[src/rtl/mem_arb_pkg.sv]
// Shared encodings and defaults for the memory port arbiter.
// ARB_FAIR_EN (top-level build macro) selects fair arbitration; nothing here depends on it.
package mem_arb_pkg;

  typedef enum logic [1:0] {
    ST_IDLE  = 2'd0,
    ST_ISSUE = 2'd1,
    ST_WAIT  = 2'd2
  } state_e;

  typedef enum logic {
    OWN_IF = 1'b0,
    OWN_D  = 1'b1
  } owner_e;

  localparam int STARVE_MAX_DEF = 4;

endpackage

[src/rtl/arb_starve_cnt.sv]
// Saturating count of IDLE arbitrations that fetch has lost to data while requesting.
// Only instantiated when ARB_FAIR_EN is defined.
module arb_starve_cnt #(
  parameter int STARVE_MAX = 4
) (
  input  logic clk,
  input  logic rst,
  input  logic arb_i,
  input  logic if_req_i,
  input  logic if_win_i,
  input  logic d_win_i,
  output logic starved_o
);

  localparam int W = $clog2(STARVE_MAX + 1);
  localparam logic [W-1:0] CNT_MAX = W'(STARVE_MAX);

  logic [W-1:0] cnt_q, cnt_d;

  // A fetch that stops asking, or finally wins, forgets its history.
  always_comb begin
    cnt_d = cnt_q;
    if (!if_req_i || if_win_i) begin
      cnt_d = '0;
    end else if (arb_i && d_win_i && (cnt_q != CNT_MAX)) begin
      cnt_d = cnt_q + 1'b1;
    end
  end

  always_ff @(posedge clk) begin
    if (rst) begin
      cnt_q <= '0;
    end else begin
      cnt_q <= cnt_d;
    end
  end

  assign starved_o = (cnt_q == CNT_MAX);

endmodule

[src/rtl/mem_port_arbiter.sv]
// Shares one memory port between fetch and load/store, one transaction in flight.
// Define ARB_FAIR_EN to let a starved fetch beat data; otherwise data has strict priority.
module mem_port_arbiter
  import mem_arb_pkg::*;
#(
  parameter int STARVE_MAX = STARVE_MAX_DEF
) (
  input  logic        clk,
  input  logic        rst,
  input  logic        if_req,
  input  logic [31:0] if_addr,
  output logic        if_gnt,
  output logic        if_rvalid,
  output logic [31:0] if_rdata,
  input  logic        d_req,
  input  logic        d_we,
  input  logic [31:0] d_addr,
  input  logic [31:0] d_wdata,
  input  logic [3:0]  d_wstrb,
  output logic        d_gnt,
  output logic        d_rvalid,
  output logic [31:0] d_rdata,
  output logic        mem_req,
  output logic        mem_we,
  output logic [31:0] mem_addr,
  output logic [31:0] mem_wdata,
  output logic [3:0]  mem_wstrb,
  input  logic        mem_ready,
  input  logic        mem_rvalid,
  input  logic [31:0] mem_rdata,
  output logic [1:0]  dbg_state_o
);

  // Handshake: a requester holds *_req and its payload until the one-cycle
  // *_gnt; the memory side holds mem_req with a stable payload until
  // mem_ready, and the single response is the next mem_rvalid seen in WAIT.

  state_e      state_q, state_d;
  owner_e      owner_q, owner_d;
  logic        we_q, we_d;
  logic [31:0] addr_q, addr_d;
  logic [31:0] wdata_q, wdata_d;
  logic [3:0]  wstrb_q, wstrb_d;
  logic        starved;
  logic        pick_if;
  logic        pick_d;

`ifdef ARB_FAIR_EN
  arb_starve_cnt #(
    .STARVE_MAX(STARVE_MAX)
  ) u_starve (
    .clk      (clk),
    .rst      (rst),
    .arb_i    (state_q == ST_IDLE),
    .if_req_i (if_req),
    .if_win_i (if_gnt),
    .d_win_i  (d_gnt),
    .starved_o(starved)
  );
`else
  assign starved = (STARVE_MAX < 0);
`endif

  assign pick_if = if_req && (!d_req || starved);
  assign pick_d  = d_req && !pick_if;

  always_comb begin
    state_d   = state_q;
    owner_d   = owner_q;
    we_d      = we_q;
    addr_d    = addr_q;
    wdata_d   = wdata_q;
    wstrb_d   = wstrb_q;
    if_gnt    = 1'b0;
    d_gnt     = 1'b0;
    if_rvalid = 1'b0;
    d_rvalid  = 1'b0;
    mem_req   = 1'b0;
    unique case (state_q)
      ST_IDLE: begin
        if (pick_d) begin
          d_gnt   = 1'b1;
          owner_d = OWN_D;
          we_d    = d_we;
          addr_d  = d_addr;
          wdata_d = d_wdata;
          wstrb_d = d_wstrb;
          state_d = ST_ISSUE;
        end else if (pick_if) begin
          // Fetch is read-only: no write data or byte enables reach memory.
          if_gnt  = 1'b1;
          owner_d = OWN_IF;
          we_d    = 1'b0;
          addr_d  = if_addr;
          wdata_d = '0;
          wstrb_d = '0;
          state_d = ST_ISSUE;
        end
      end
      ST_ISSUE: begin
        mem_req = 1'b1;
        if (mem_ready) begin
          state_d = ST_WAIT;
        end
      end
      ST_WAIT: begin
        if (mem_rvalid) begin
          if_rvalid = (owner_q == OWN_IF);
          d_rvalid  = (owner_q == OWN_D);
          state_d   = ST_IDLE;
        end
      end
      default: state_d = ST_IDLE;
    endcase
  end

  always_ff @(posedge clk) begin
    if (rst) begin
      state_q <= ST_IDLE;
      owner_q <= OWN_IF;
      we_q    <= 1'b0;
      addr_q  <= '0;
      wdata_q <= '0;
      wstrb_q <= '0;
    end else begin
      state_q <= state_d;
      owner_q <= owner_d;
      we_q    <= we_d;
      addr_q  <= addr_d;
      wdata_q <= wdata_d;
      wstrb_q <= wstrb_d;
    end
  end

  assign mem_we      = we_q;
  assign mem_addr    = addr_q;
  assign mem_wdata   = wdata_q;
  assign mem_wstrb   = wstrb_q;
  assign if_rdata    = mem_rdata;
  assign d_rdata     = mem_rdata;
  assign dbg_state_o = state_q;

endmodule

[config.mk]
export PLATFORM = sky130hd
export DESIGN_NAME = mem_port_arbiter
export DESIGN_NICKNAME = d
export VERILOG_FILES = /design/src/rtl/mem_arb_pkg.sv /design/src/rtl/arb_starve_cnt.sv /design/src/rtl/mem_port_arbiter.sv
export SDC_FILE = /design/constraint.sdc
export NUM_CORES = 1
export LEC_CHECK = 0
export CAP_MARGIN = 20
export CORE_AREA = 2 2 107 109
export CTS_BUF_LIST = sky130_fd_sc_hd__clkbuf_8 sky130_fd_sc_hd__clkbuf_16
export DETAILED_ROUTE_END_ITERATION = 8
export DIE_AREA = 0 0 109 111
export GPL_TIMING_DRIVEN = 0
export PLACE_DENSITY_LB_ADDON = 0.15
export SETUP_SLACK_MARGIN = 0.5
export SLEW_MARGIN = 20
export SYNTH_ARGS = -nofsm -noshare
export SYNTH_HDL_FRONTEND = slang
export SYNTH_SLANG_ARGS = --single-unit
[constraint.sdc]
create_clock -name clk -period 1.7 [get_ports clk]
set_input_delay 0.51 -clock clk [delete_from_list [all_inputs] [get_ports clk]]
set_output_delay 0.51 -clock clk [all_outputs]
set_load 0.005 [all_outputs]
==> results.yml <==
die:
  ioPinCount: 279
  initial_core_util_pct: 32.8
  fp.dieH_um: 111
  die_w_um: 109
  fp.dieArea_sq_um: 12100
  core_sq_um: 11100
  num_rows: 39
timing:
  rsz0062_at_grt: "yes"
  setup_violations: 3
  fin_tns_setup_ps: -167
  min_period_ps: 1800
  period_share_pct: 106
  timing.final.ws_setup_ps: -95.7
  worst_pin_slew_ps: 718
  skew_ps: 4.91
  final_hold_viol_count: 0
  relSlewSlack_pct: 52.1
  fmax_mhz: 557
  slew_violations: 0
synthesis:
  synth_top_family_by_area: "compound AO/OA/AOI/OAI gates"
  synth.top_cell.area_share_pct: 39.6
  synthMuxAreaShare_pct: 8.81
  synth_xor_area_share_pct: 0
  avgSynthCellArea_sq_um: 9.14
  synthDistinctLibCells: 23
  synthAdderAreaFrac_pct: 0
  synth_area_sq_um: 3640
  ys_top_cells_by_area: "dfxtp_1 40%, buf_4 15%, a211oi_2 10%, a21oi_1 9.8%, mux2i_1 8.8%"
  yosys_warnings: 0
  syn_nets: 537
  ys_seq_area_share_pct: 39.6
  synth_top_cell_by_area: "dfxtp_1"
  synth_seq_cells: 72
  synthCells: 398
  synth_compound_area_share_pct: 25.7
  synthSimpleGateAreaFrac_pct: 7.02
cells_and_area:
  area_delta_synth_final_pct: 120
  antenna_cells: 0
  seq_area_sq_um: 1540
  nFillCells: 778
  multi_input_area_sq_um: 1810
  final_nets: 845
  final_layout_size_suffix_gt1_share_pct: 65.8
  final_util_pct: 72.2
power:
  comb_power_share_pct: 34.2
  power_density_nw_per_um2: 767
  clock_power_share_pct: 33.4
  total_power_mw: 6.14
  switchingPower_mw: 1.63
  seqPwrFrac_pct: 32.4
  p_int_mw: 4.51
  leakagePower_nw: 3.45
  switching_share_pct: 26.6
  ir_drop_mv: 0.460
grt:
  grt_start_max_net_pins: 13
  grt_pass1_wl_mm: 20.8
  grt_pass1_vias: 4064
  track_usage_pct: 21.7
  overflow: 0
  antenna_found_initial: 1
setup_path:
  cp_max_fo: 4
  crit_type: "register to primary output"
  crit_slowest_cell: "or3b_4"
  cp.required_ps: 1190
  startpoint_type: "register"
  critPathMaxStageDelay_ps: 370
  path_cells: "or3b_4, nor2_1, buf_2"
  critPathCaptureType: "primary output"
  cp.arrival_ps: 1290
clock_tree:
  clkSinkCount: 72
  clk_latency_ps: 330
  cts_tree: "done"
  htreeDepth: 3
  root_buffer: "clkbuf_16"
  cts_hold_buf: 0
  cts.path.max_buffers: 2
  path_clk_slew_ps: 60
  cts_made_buffers: 9
run:
  max_cap_violations: 0
route:
  wl_mm: 15.1
  drtAntennaViolNets: 0
  dr.pass1.iters: 4
  drt_iter0_markers: 116
  vias: 4048
  post_drt_via_cell_ratio: 4.75
  drc: 0
  wl_per_cell_um: 17.6
placed_design:
  dp_slack_ps: -885
  gp_congestion: 0.756
  port_buffers: 244
  dpl.hpwl_mm: 9.64
hold_path:
  hold_class: "register to register"
status:
  status: "complete, but fails checks"
  violations: "setup timing"
[synth_stat cells]
master	count
or2_1	2
or3b_1	1
nor2_8	1
mux2i_1	32
nor2_4	1
nor3b_2	1
nand2_1	39
clkbuf_1	8
nor2_1	5
buf_2	14
buf_1	1
a22oi_1	1
dfxtp_1	72
a21oi_1	71
a211oi_2	29
buf_6	4
o21ai_1	37
buf_4	71
nand2b_1	1
nor2b_1	2
a211oi_1	3
inv_1	1
and3_1	1
[per-layer routing]
layer	vias up	global-route usage (%)	part of all wire, %	routed length [um]
met3	19	7.00	8.2	1230
met4	2	4.10	1.5	219
li1	1938	-	-	-
met2	158	41.0	55	8280
met5	-	0	0.086	13
met1	1931	23.1	35	5310
[cell type report]
class,count,share of cell area (%)
sequential,72,19.2
timing repair buffer,297,38.8
multi-input combinational,227,22.6
clock inverter,5,1.00
clock buffer,10,2.99
tap,143,2.24
buffer,98,13.1
inverter,1,0.0469
[worst paths after layout]
check / start / end / slack, ps / depth (start not counted)
setup / recovery: dbg_state_o[0] / if_gnt / -100 / 3
hold / removal: mem_wdata[17] / mem_wdata[17] / 450 / 2
setup reg to reg: dbg_state_o[0] / mem_addr[18] / 60 / 8
hold reg to reg: mem_wdata[17] / mem_wdata[17] / 450 / 2
[power by group through the flow]
stage / combinational [mW] / sequential [mW] / clock, mW
5_1_grt: 2.22 / 2.00 / 2.15
3_3_place_gp: 1.52 / 1.96 / 0
4_1_cts: 1.78 / 1.98 / 2.05
2_1_floorplan: 0.673 / 1.97 / 0
3_5_place_dp: 1.54 / 1.96 / 0
6_report: 2.10 / 1.99 / 2.05
[flip-flops by register name, indices dropped and copies added, names as in the netlist]
register and flops:
mem_addr 32, mem_wdata 32, mem_wstrb 4, dbg_state_o 2, mem_we 1, owner_q 1
[cells in the final DEF (no fill, tap or decap), types with 13 or more instances in the layout]
cell type and n:
a211oi_2 32, a21oi_1 58, a21oi_2 13, buf_2 20, buf_4 36, buf_6 210
clkdlybuf4s50_1 102, dfxtp_2 68, mux2i_1 32, nand2_1 39, o21ai_2 30
[kinds of logic after synthesis]
kind of cell	after synthesis
and+or+nand+nor	54
muxes	32
DFF	72
AOI/OAI and AO/OA	141
buffers and inverters	99
[what timing repair did]
item	in CTS	in global routing
gates resized for setup	844	98
pin swaps	5	61
endpoints found under the hold margin	0	0
gates cloned	2	3
setup buffers	18	30
setup endpoints to repair	212	212
[critical path, delay by kind of cell (launching register included)]
| kind | cells | cell delay [ps] |
|---|---|---|
| flops | 1 | 360 |
| buf+inv | 1 | 130 |
| simple gates | 2 | 470 |
[per-stage QoR]
stage | instance area [sq um] | std cells | hold slack, ps
floorplan | 3700 | 398 | 468
global placement | 6320 | 785 | 465
detailed placement | 6320 | 785 | 471
CTS | 7300 | 820 | 464
global route | 8000 | 853 | 472
finish | 8000 | 853 | 453
Power figures use the tool's default switching activity.
